[src/rtl/booth_r8_pkg.sv]
// Shared types and constants for the radix-8 Booth sequential digit decoder.
package booth_r8_pkg;

  typedef enum logic [1:0] {
    IDLE    = 2'd0,
    PRECOMP = 2'd1,
    ACCUM   = 2'd2,
    DONE    = 2'd3
  } state_t;

  // One encoded Booth digit: magnitude one-hot {s,d,t,q} plus sign n.
  typedef struct packed {
    logic s;
    logic d;
    logic t;
    logic q;
    logic n;
  } digit_t;

  localparam int SHIFT_PER_GROUP = 3;

  // Number of 3-bit Booth groups needed to cover an unsigned operand of this width.
  function automatic int groups_of(input int width);
    return (width + 3) / 3;
  endfunction

endpackage

[src/rtl/booth_r8_pp_sel.sv]
// Partial-product select: maps one Booth digit to +/-{0,1,2,3,4} x multiplicand (two's complement).
module booth_r8_pp_sel
  import booth_r8_pkg::*;
#(
  parameter  int WIDTH = 8,
  localparam int ACC_W = 2 * WIDTH
) (
  input  digit_t             dig,
  input  logic [WIDTH-1:0]   mc,
  input  logic [WIDTH+1:0]   m3,
  output logic [ACC_W-1:0]   pp
);

  logic [WIDTH+1:0] mag;
  logic [ACC_W-1:0] mag_ext;

  // Priority s > d > t > q keeps the decode defined for multi-hot digits.
  always_comb begin
    mag = '0;
    if (dig.s)      mag = {2'b00, mc};
    else if (dig.d) mag = {1'b0, mc, 1'b0};
    else if (dig.t) mag = m3;
    else if (dig.q) mag = {mc, 2'b00};
  end

  assign mag_ext = ACC_W'(mag);
  assign pp      = dig.n ? (~mag_ext + 1'b1) : mag_ext;

endmodule

[src/rtl/booth_r8_seq_decoder.sv]
// Sequential radix-8 Booth digit decoder/accumulator, one digit per handshake, LSB group first.
// Optional multi-hot digit detection is enabled with `define BOOTH_DEC_ONEHOT_CHECK_EN.
module booth_r8_seq_decoder
  import booth_r8_pkg::*;
#(
  parameter  int WIDTH  = 8,
  localparam int GROUPS = groups_of(WIDTH),
  localparam int ACC_W  = 2 * WIDTH
) (
  input  logic             clk,
  input  logic             rst_n,
  input  logic             in_valid,
  output logic             in_ready,
  input  logic [WIDTH-1:0] mc,
  input  logic             dig_valid,
  output logic             dig_ready,
  input  logic             dig_s,
  input  logic             dig_d,
  input  logic             dig_t,
  input  logic             dig_q,
  input  logic             dig_n,
  output logic             out_valid,
  input  logic             out_ready,
  output logic [ACC_W-1:0] product,
  output logic             err
);

  localparam int CNT_W = (GROUPS > 1) ? $clog2(GROUPS) : 1;

  // Handshakes: a transfer happens on a rising clk edge when valid and ready are both high;
  // ready signals depend only on state, and valid is never required to wait for ready.

  state_t           state, next_state;
  logic [WIDTH-1:0] mc_q;
  logic [WIDTH+1:0] m3_q;
  logic [ACC_W-1:0] acc;
  logic [CNT_W-1:0] cnt;
  digit_t           dig;
  logic [ACC_W-1:0] pp_raw, pp_eff, pp_shift;
  logic             start, dig_fire;

  assign dig      = '{s: dig_s, d: dig_d, t: dig_t, q: dig_q, n: dig_n};
  assign start    = (state == IDLE) && in_valid;
  assign dig_fire = (state == ACCUM) && dig_valid;

  booth_r8_pp_sel #(.WIDTH(WIDTH)) u_pp_sel (
    .dig (dig),
    .mc  (mc_q),
    .m3  (m3_q),
    .pp  (pp_raw)
  );

`ifdef BOOTH_DEC_ONEHOT_CHECK_EN
  logic multi_hot, err_q;

  assign multi_hot = ($countones({dig_s, dig_d, dig_t, dig_q}) > 1);
  assign pp_eff    = multi_hot ? '0 : pp_raw;
  assign err       = err_q;

  always_ff @(posedge clk or negedge rst_n) begin
    if (!rst_n)                     err_q <= 1'b0;
    else if (start)                 err_q <= 1'b0;
    else if (dig_fire && multi_hot) err_q <= 1'b1;
  end
`else
  assign pp_eff = pp_raw;
  assign err    = 1'b0;
`endif

  assign pp_shift = pp_eff << (SHIFT_PER_GROUP * cnt);
  assign product  = acc;

  always_ff @(posedge clk or negedge rst_n) begin
    if (!rst_n) state <= IDLE;
    else        state <= next_state;
  end

  always_comb begin
    next_state = state;
    in_ready   = 1'b0;
    dig_ready  = 1'b0;
    out_valid  = 1'b0;
    case (state)
      IDLE: begin
        in_ready = 1'b1;
        if (in_valid) next_state = PRECOMP;
      end
      PRECOMP: next_state = ACCUM;
      ACCUM: begin
        dig_ready = 1'b1;
        if (dig_valid && (cnt == CNT_W'(GROUPS - 1))) next_state = DONE;
      end
      DONE: begin
        out_valid = 1'b1;
        if (out_ready) next_state = IDLE;
      end
      default: next_state = IDLE;
    endcase
  end

  // Intermediate sums may wrap negative; the final product is exact modulo 2^ACC_W.
  always_ff @(posedge clk or negedge rst_n) begin
    if (!rst_n) begin
      mc_q <= '0;
      m3_q <= '0;
      acc  <= '0;
      cnt  <= '0;
    end else begin
      if (start) begin
        mc_q <= mc;
        acc  <= '0;
        cnt  <= '0;
      end
      if (state == PRECOMP) m3_q <= {2'b00, mc_q} + {1'b0, mc_q, 1'b0};
      if (dig_fire) begin
        acc <= acc + pp_shift;
        cnt <= cnt + CNT_W'(1);
      end
    end
  end

endmodule

[config.mk]
export PLATFORM = sky130hd
export DESIGN_NAME = booth_r8_seq_decoder
export DESIGN_NICKNAME = d
export VERILOG_FILES = /design/src/rtl/booth_r8_pkg.sv /design/src/rtl/booth_r8_pp_sel.sv /design/src/rtl/booth_r8_seq_decoder.sv
export SDC_FILE = /design/constraint.sdc
export NUM_CORES = 1
export LEC_CHECK = 0
export ABC_CLOCK_PERIOD_IN_PS = 7700
export CORE_MARGIN = 4
export CORE_UTILIZATION = 64
export DETAILED_ROUTE_END_ITERATION = 10
export PLACE_DENSITY = 0.88
export SLEW_MARGIN = 20
export SYNTH_ARGS = -nofsm -noshare
export SYNTH_HDL_FRONTEND = slang
export SYNTH_SLANG_ARGS = --single-unit
[constraint.sdc]
create_clock -name clk -period 7.7 [get_ports clk]
set_input_delay 2.31 -clock clk [delete_from_list [all_inputs] [get_ports clk]]
set_output_delay 2.31 -clock clk [all_outputs]
set_load 0.02 [all_outputs]
After elaboration in Yosys (flattened, before gate mapping) --
Cells that the tools add are included.
Storage, ports and cells: register bits 38, bits of input ports 18, output and inout bits 20, word-level logic and storage cells 41
Cells by class: add/sub/neg operators 4, $mul 1, equality and inequality tests 7, shifts and indexed selects 1, multiplexer cells 16, bitwise logic cells 1, reductions and logical operators 6
Operators by type and width (count):
- two-way mux 16 bit | 3
- two-way mux 10 bit | 4
- adder 16 x 1 -> 16 bit, second input constant | 1
- adder 16 bit | 1
- inverter 10 -> 16 bit | 1
- left shift 16 x 4 -> 16 bit | 1
- adder 8 x 9 -> 10 bit | 1
- two-way mux 2 bit | 5
- one-hot mux 2 bit (4 select lines) | 1
- == test 2 bit, second input constant | 3
- multiplier 2 x 2 -> 4 bit, first input constant | 1
- != test 2 bit, second input constant | 2
- logical AND 1 bit | 3
- two-way mux 1 bit | 3
- AND reduction 3 bit | 1
- adder 2 x 1 -> 2 bit, second input constant | 1
- == test 2 x 1 -> 1 bit, second input constant | 1
- logical NOT 2 bit | 1
- != test 2 x 1 -> 1 bit, second input constant | 1
- nonzero test 2 bit | 1

Depth between registers and ports, before layout --
Gate-level depths: netlist of run 1.
depth in word-level cells 10, gate-level depth with buffers 26

Hierarchy --
A second synthesis of run 1 with hierarchy kept.
Second synthesis, totals: cell total of the unflattened synthesis 424, area total of the unflattened synthesis 3786.1 um2
Modules (own cells, without submodules):
- booth_r8_seq_decoder | instances 1, cells an instance 341, area each 3131.8 um2
- booth_r8_pp_sel | instances 1, cells an instance 83, area each 654.4 um2

Worst setup path after synthesis of run 1 --
OpenSTA, ideal clock, no wires.
path type input to register, start input dig_t, end register acc[15] (netlist: product[15]), library setup time 67 ps, data arrival time 6297 ps, required time 7633 ps, slack 1336 ps, cell stages on the path 24, cell sequence buf_6 -> clkbuf_8 -> and3b_1 -> o21ai_0 -> ha_1 -> nand2_1 -> or3_1 -> nor2_4 -> o32ai_1 -> a211oi_1 -> mux2i_1 -> mux2_2 -> nor2_1 -> ha_1 -> inv_1 -> a21oi_1 -> and3_1 -> o41ai_1 -> a31oi_1 -> a31oi_1 -> o21a_1 -> nor4_1 -> o41ai_1 -> nand2b_1
Between the ends: word-level cells in the longest chain between the ends 9
RTL lines:
- start, declared | line booth_r8_seq_decoder.sv:19 | input logic dig_t,
- two-way mux 10 bit (*) | line booth_r8_pp_sel.sv:22 | else if (dig.t) mag = m3;
- two-way mux 10 bit (*) | line booth_r8_pp_sel.sv:21 | else if (dig.d) mag = {1'b0, mc, 1'b0};
- two-way mux 10 bit (*) | line booth_r8_pp_sel.sv:20 | if (dig.s) mag = {2'b00, mc};
- inverter 10 -> 16 bit | line booth_r8_pp_sel.sv:27 | assign pp = dig.n ? (~mag_ext + 1'b1) : mag_ext;
- adder 16 x 1 -> 16 bit | line booth_r8_pp_sel.sv:27
- two-way mux 16 bit (*) | line booth_r8_pp_sel.sv:27
- left shift 16 x 4 -> 16 bit (*) | line booth_r8_seq_decoder.sv:70 | assign pp_shift = pp_eff << (SHIFT_PER_GROUP * cnt);
- adder 16 bit (*) | line booth_r8_seq_decoder.sv:116 | acc <= acc + pp_shift;
- two-way mux 16 bit (*) | line booth_r8_seq_decoder.sv:115 | if (dig_fire) begin
- end signal, assigned | line booth_r8_seq_decoder.sv:116
- end, declared | line booth_r8_seq_decoder.sv:36 | logic [ACC_W-1:0] acc;
Every way passes the cells marked *; elsewhere a longest branch is shown, timed or not. A chain may end at the register's enable or synchronous reset.

Worst setup path after layout of run 1 --
Same ends and word-level chain as after synthesis.

==> results of run 1 <==
[layer usage]
metal  track usage [%]  wire (um)
met5                 0          0
met4              9.07        269
met3              5.27        837
met2              42.8       4580
met1              37.6       4590
[critical path: stages]
cell,delay (ps)
clkdlybuf4s50_1,610
and3b_1,270
o21ai_1,220
ha_1,260
nand2_1,120
or3_1,390
nor2_4,180
o32ai_1,100
a211oi_1,360
mux2i_1,170
mux2_2,330
nor2_1,170
ha_1,260
inv_1,110
a21oi_1,70
and3_1,190
o41ai_1,90
a31oi_1,210
a31oi_1,290
o21a_1,200
nor4_1,70
o41ai_1,370
nand2b_1,170
[Yosys cell counts, types with 4 or more instances]
master,count
nand2_1,61
a21oi_1,39
dfrtp_1,38
ha_1,32
o21ai_0,31
nor2_1,24
mux2_2,19
inv_1,15
nor3_1,13
a211oi_1,12
a21o_1,11
clkbuf_1,11
mux2i_1,10
xnor2_1,10
xor2_1,9
a31oi_1,7
nor2b_1,6
o22ai_1,6
a21oi_2,5
buf_6,5
clkbuf_8,5
nand2b_1,5
nand3_1,5
nand3b_1,5
o21bai_1,5
buf_4,4
o21a_1,4
[how the worst max path moves through the flow]
stage | startpoint | to | slack (ps) | cells after the start
floorplan | dig_t | product[15] | 1340 | 24
global placement | dig_t | product[15] | 320 | 23
detailed placement | dig_d | product[15] | 140 | 24
CTS | dig_d | product[15] | 450 | 24
global route | dig_t | product[15] | 120 | 23
finish | dig_t | product[15] | 420 | 23
[logic make-up (layout without fill, tap and decap cells)]
| family | count (synthesis) | in the layout |
|---|---|---|
| AO/OA/AOI/OAI | 163 | 163 |
| AND/OR/NAND/NOR | 149 | 149 |
| buffers and inverters | 45 | 67 |
| flip-flops | 38 | 38 |
| adder cells (fa/ha/maj) | 34 | 34 |
| multiplexers | 30 | 30 |
| XOR/XNOR | 19 | 19 |
| other | 1 | 1 |
[sequential cells by signal (all words and copies together) (netlist names)]
name     count
cnt          2
m3_q        10
mc_q         8
product     16
state        2
[where the power goes]
part / switching (W) / internal (W)
Clock: 0.0000756 / 0.0000721
Combinational: 0.000889 / 0.000673
Sequential: 0.000118 / 0.000289
Total: 0.00108 / 0.00103
[cell type report]
| type | count | area share, % |
|---|---|---|
| multi-input cells | 396 | 64.3 |
| flip-flops and latches | 38 | 21.2 |
| repair buffers | 41 | 8.81 |
| well taps | 75 | 2.09 |
| clock buffers | 6 | 1.84 |
| inverters | 18 | 1.51 |
| clock inverters | 2 | 0.279 |
[cells in the final DEF, fill, tap and decap left out, types with 11 or more instances in the layout]
master,netlist,layout
clkdlybuf4s50_1,0,34
a21o_1,11,11
inv_1,15,15
nor3_1,13,13
nand2_1,61,61
a211oi_1,12,12
mux2_2,19,19
ha_1,32,32
nor2_1,24,24
a21oi_1,39,39
dfrtp_1,38,38
o21ai_0,31,30
[timing repair]
item | 4_1_cts | 5_1_grt
gates resized for setup | 0 | 2
hold buffers | 0 | 0
hold endpoints to repair | 0 | 0
endpoints found under the setup margin | 0 | 1
[per-stage QoR]
stage	std cells	setup slack, ps	power [W]	hold slack, ps
floorplan	479	1340	0.00159	479
global placement	568	320	0.00186	493
detailed placement	568	140	0.00193	497
CTS	576	451	0.00209	512
global route	576	116	0.00230	521
finish	576	417	0.00212	509
==> impl_metrics.py, run 1 <==
metrics = {
    "route": {
        "drc": 0,
        "wl_per_cell_um": 17.8,
        "vias_per_cell": 6.67,
        "wirelength_mm": 10.3,
        "first_iter_violations": 357,
        "vias": 3841,
        "first_pass_iters": 5,
        "antenna_left": 0,
    },
    "hold_path": {
        "hold_path_end": "m3_q[5]",
        "min-delay-start": "m3_q[5]",
        "hold_path.class": "reg2reg",
        "worstHoldPathCells": 1,
    },
    "finish": {
        "regArea_um2": 951,
        "drive_gt1_share_pct": 13.2,
        "antennaDiodeCount": 0,
        "fin_area_um2": 4490,
        "fillers": 461,
        "final_nets": 552,
        "multi_input_area_um2": 2880,
        "finish.utilization_pct": 74.0,
        "area_growth_pct": 9.27,
    },
    "place": {
        "place_hpwl_mm": 7.71,
        "io_buffer_count": 36,
        "place_congestion": 0.948,
        "placed_cell_area_um2": 4390,
    },
    "timing": {
        "fin_tns_setup_ps": 0,
        "hold_viol": 0,
        "max_clock_freq_mhz": 137,
        "slew_viol_final": 0,
        "tightestPinTransition_ps": 933,
        "setup_viol": 0,
        "grt_setup_unrepaired": "no",
        "period_share_pct": 94.6,
        "skew_ps": 11.9,
        "slew_headroom_pct": 37.8,
        "finalCriticalPeriod_ps": 7280,
    },
    "clock_tree": {
        "path_clk_slew_ps": 90,
        "cts-root-buf": "clkbuf_8",
        "htree_levels": 2,
        "tritoncts": "done",
        "clk_latency_ps": 290,
        "clock-sinks": 38,
        "post_cts_buffers": 0,
        "cts_buffer_depth": 2,
        "numCtsBuffers": 5,
    },
    "run": {
        "drv_cap": 0,
    },
    "worst_setup_path": {
        "r2r_cells": 22,
        "worstSetupStartpointType": "input pin",
        "cp.arrival_ps": 7520,
        "end_kind": "flop",
        "cp_max_fo": 10,
        "cp.required_ps": 7930,
        "crit_type": "in2reg",
        "r2r_end": "product[15]",
        "timing.rr.start": "mc_q[0]",
        "reg2reg_setup_slack_ps": 2580,
    },
    "logic_synthesis": {
        "synth_compound_area_share_pct": 28.9,
        "synth.top_cells.by_area": "dfrtp_1 (23%), ha_1 (9.8%), nand2_1 (5.6%)",
        "async_reset_ff_share_pct": 100,
        "yosysWarningCount": 0,
        "synth-xor-area-share_pct": 4.05,
        "synth_top_family_by_area": "compound AO/OA/AOI/OAI gates",
        "synth_area_um2": 4110,
        "yosysSeqAreaShare_pct": 23.2,
        "syn_avg_cell_area_um2": 8.57,
        "synth_fa_ha_area_share_pct": 10.7,
        "yosysTopAreaCellShare_pct": 23.2,
        "synth-simple-area-share_pct": 18.5,
        "synth_edf_count": 0,
        "synth_top_area_cell": "dfrtp_1",
        "ys_ff_latch": 38,
        "synthCells": 479,
        "synthFlopType": "dfrtp_1",
        "synth_mux_area_share_pct": 7.99,
        "synth_cell_types": 80,
        "syn-num-nets": 531,
    },
    "global_route": {
        "antenna_found_initial": 0,
        "overflow": 0,
        "grt_pass1_vias": 3586,
        "grt_max_degree": 39,
        "grtUsageTotal_pct": 27.2,
        "grt_pass1_wl_mm": 16.9,
    },
    "pwr": {
        "ir_worst_vdd_v": 0.000325,
        "power_leakage_nw": 1.95,
        "p_per_area_nw_per_um2": 472,
    },
    "floorplanning": {
        "initial_utilization_pct": 67.7,
        "num_rows": 28,
        "die_area_um2": 7760,
        "die_w_um": 88.1,
        "die_height_um": 88.1,
        "pin_count": 38,
        "core_area_um2": 6060,
    },
    "outcome": {
        "status": "finished clean",
    },
}
Power figures use the tool's default switching activity.
==> run 2, diff against run 1 <==
--- a/config.mk
+++ b/config.mk
@@ -10,7 +10,6 @@
 export CORE_UTILIZATION = 64
 export DETAILED_ROUTE_END_ITERATION = 10
 export PLACE_DENSITY = 0.88
-export SLEW_MARGIN = 20
 export SYNTH_ARGS = -nofsm -noshare
 export SYNTH_HDL_FRONTEND = slang
 export SYNTH_SLANG_ARGS = --single-unit
==> results of run 2 <==
No change in the layout: final DEF, timing and power equal those of run 1.
==> run 3, diff against run 2 <==
--- a/config.mk
+++ b/config.mk
@@ -5,7 +5,6 @@
 export SDC_FILE = /design/constraint.sdc
 export NUM_CORES = 1
 export LEC_CHECK = 0
-export ABC_CLOCK_PERIOD_IN_PS = 7700
 export CORE_MARGIN = 4
 export CORE_UTILIZATION = 64
 export DETAILED_ROUTE_END_ITERATION = 10
==> results of run 3 <==
No change in the layout: final DEF, timing and power equal those of run 1.
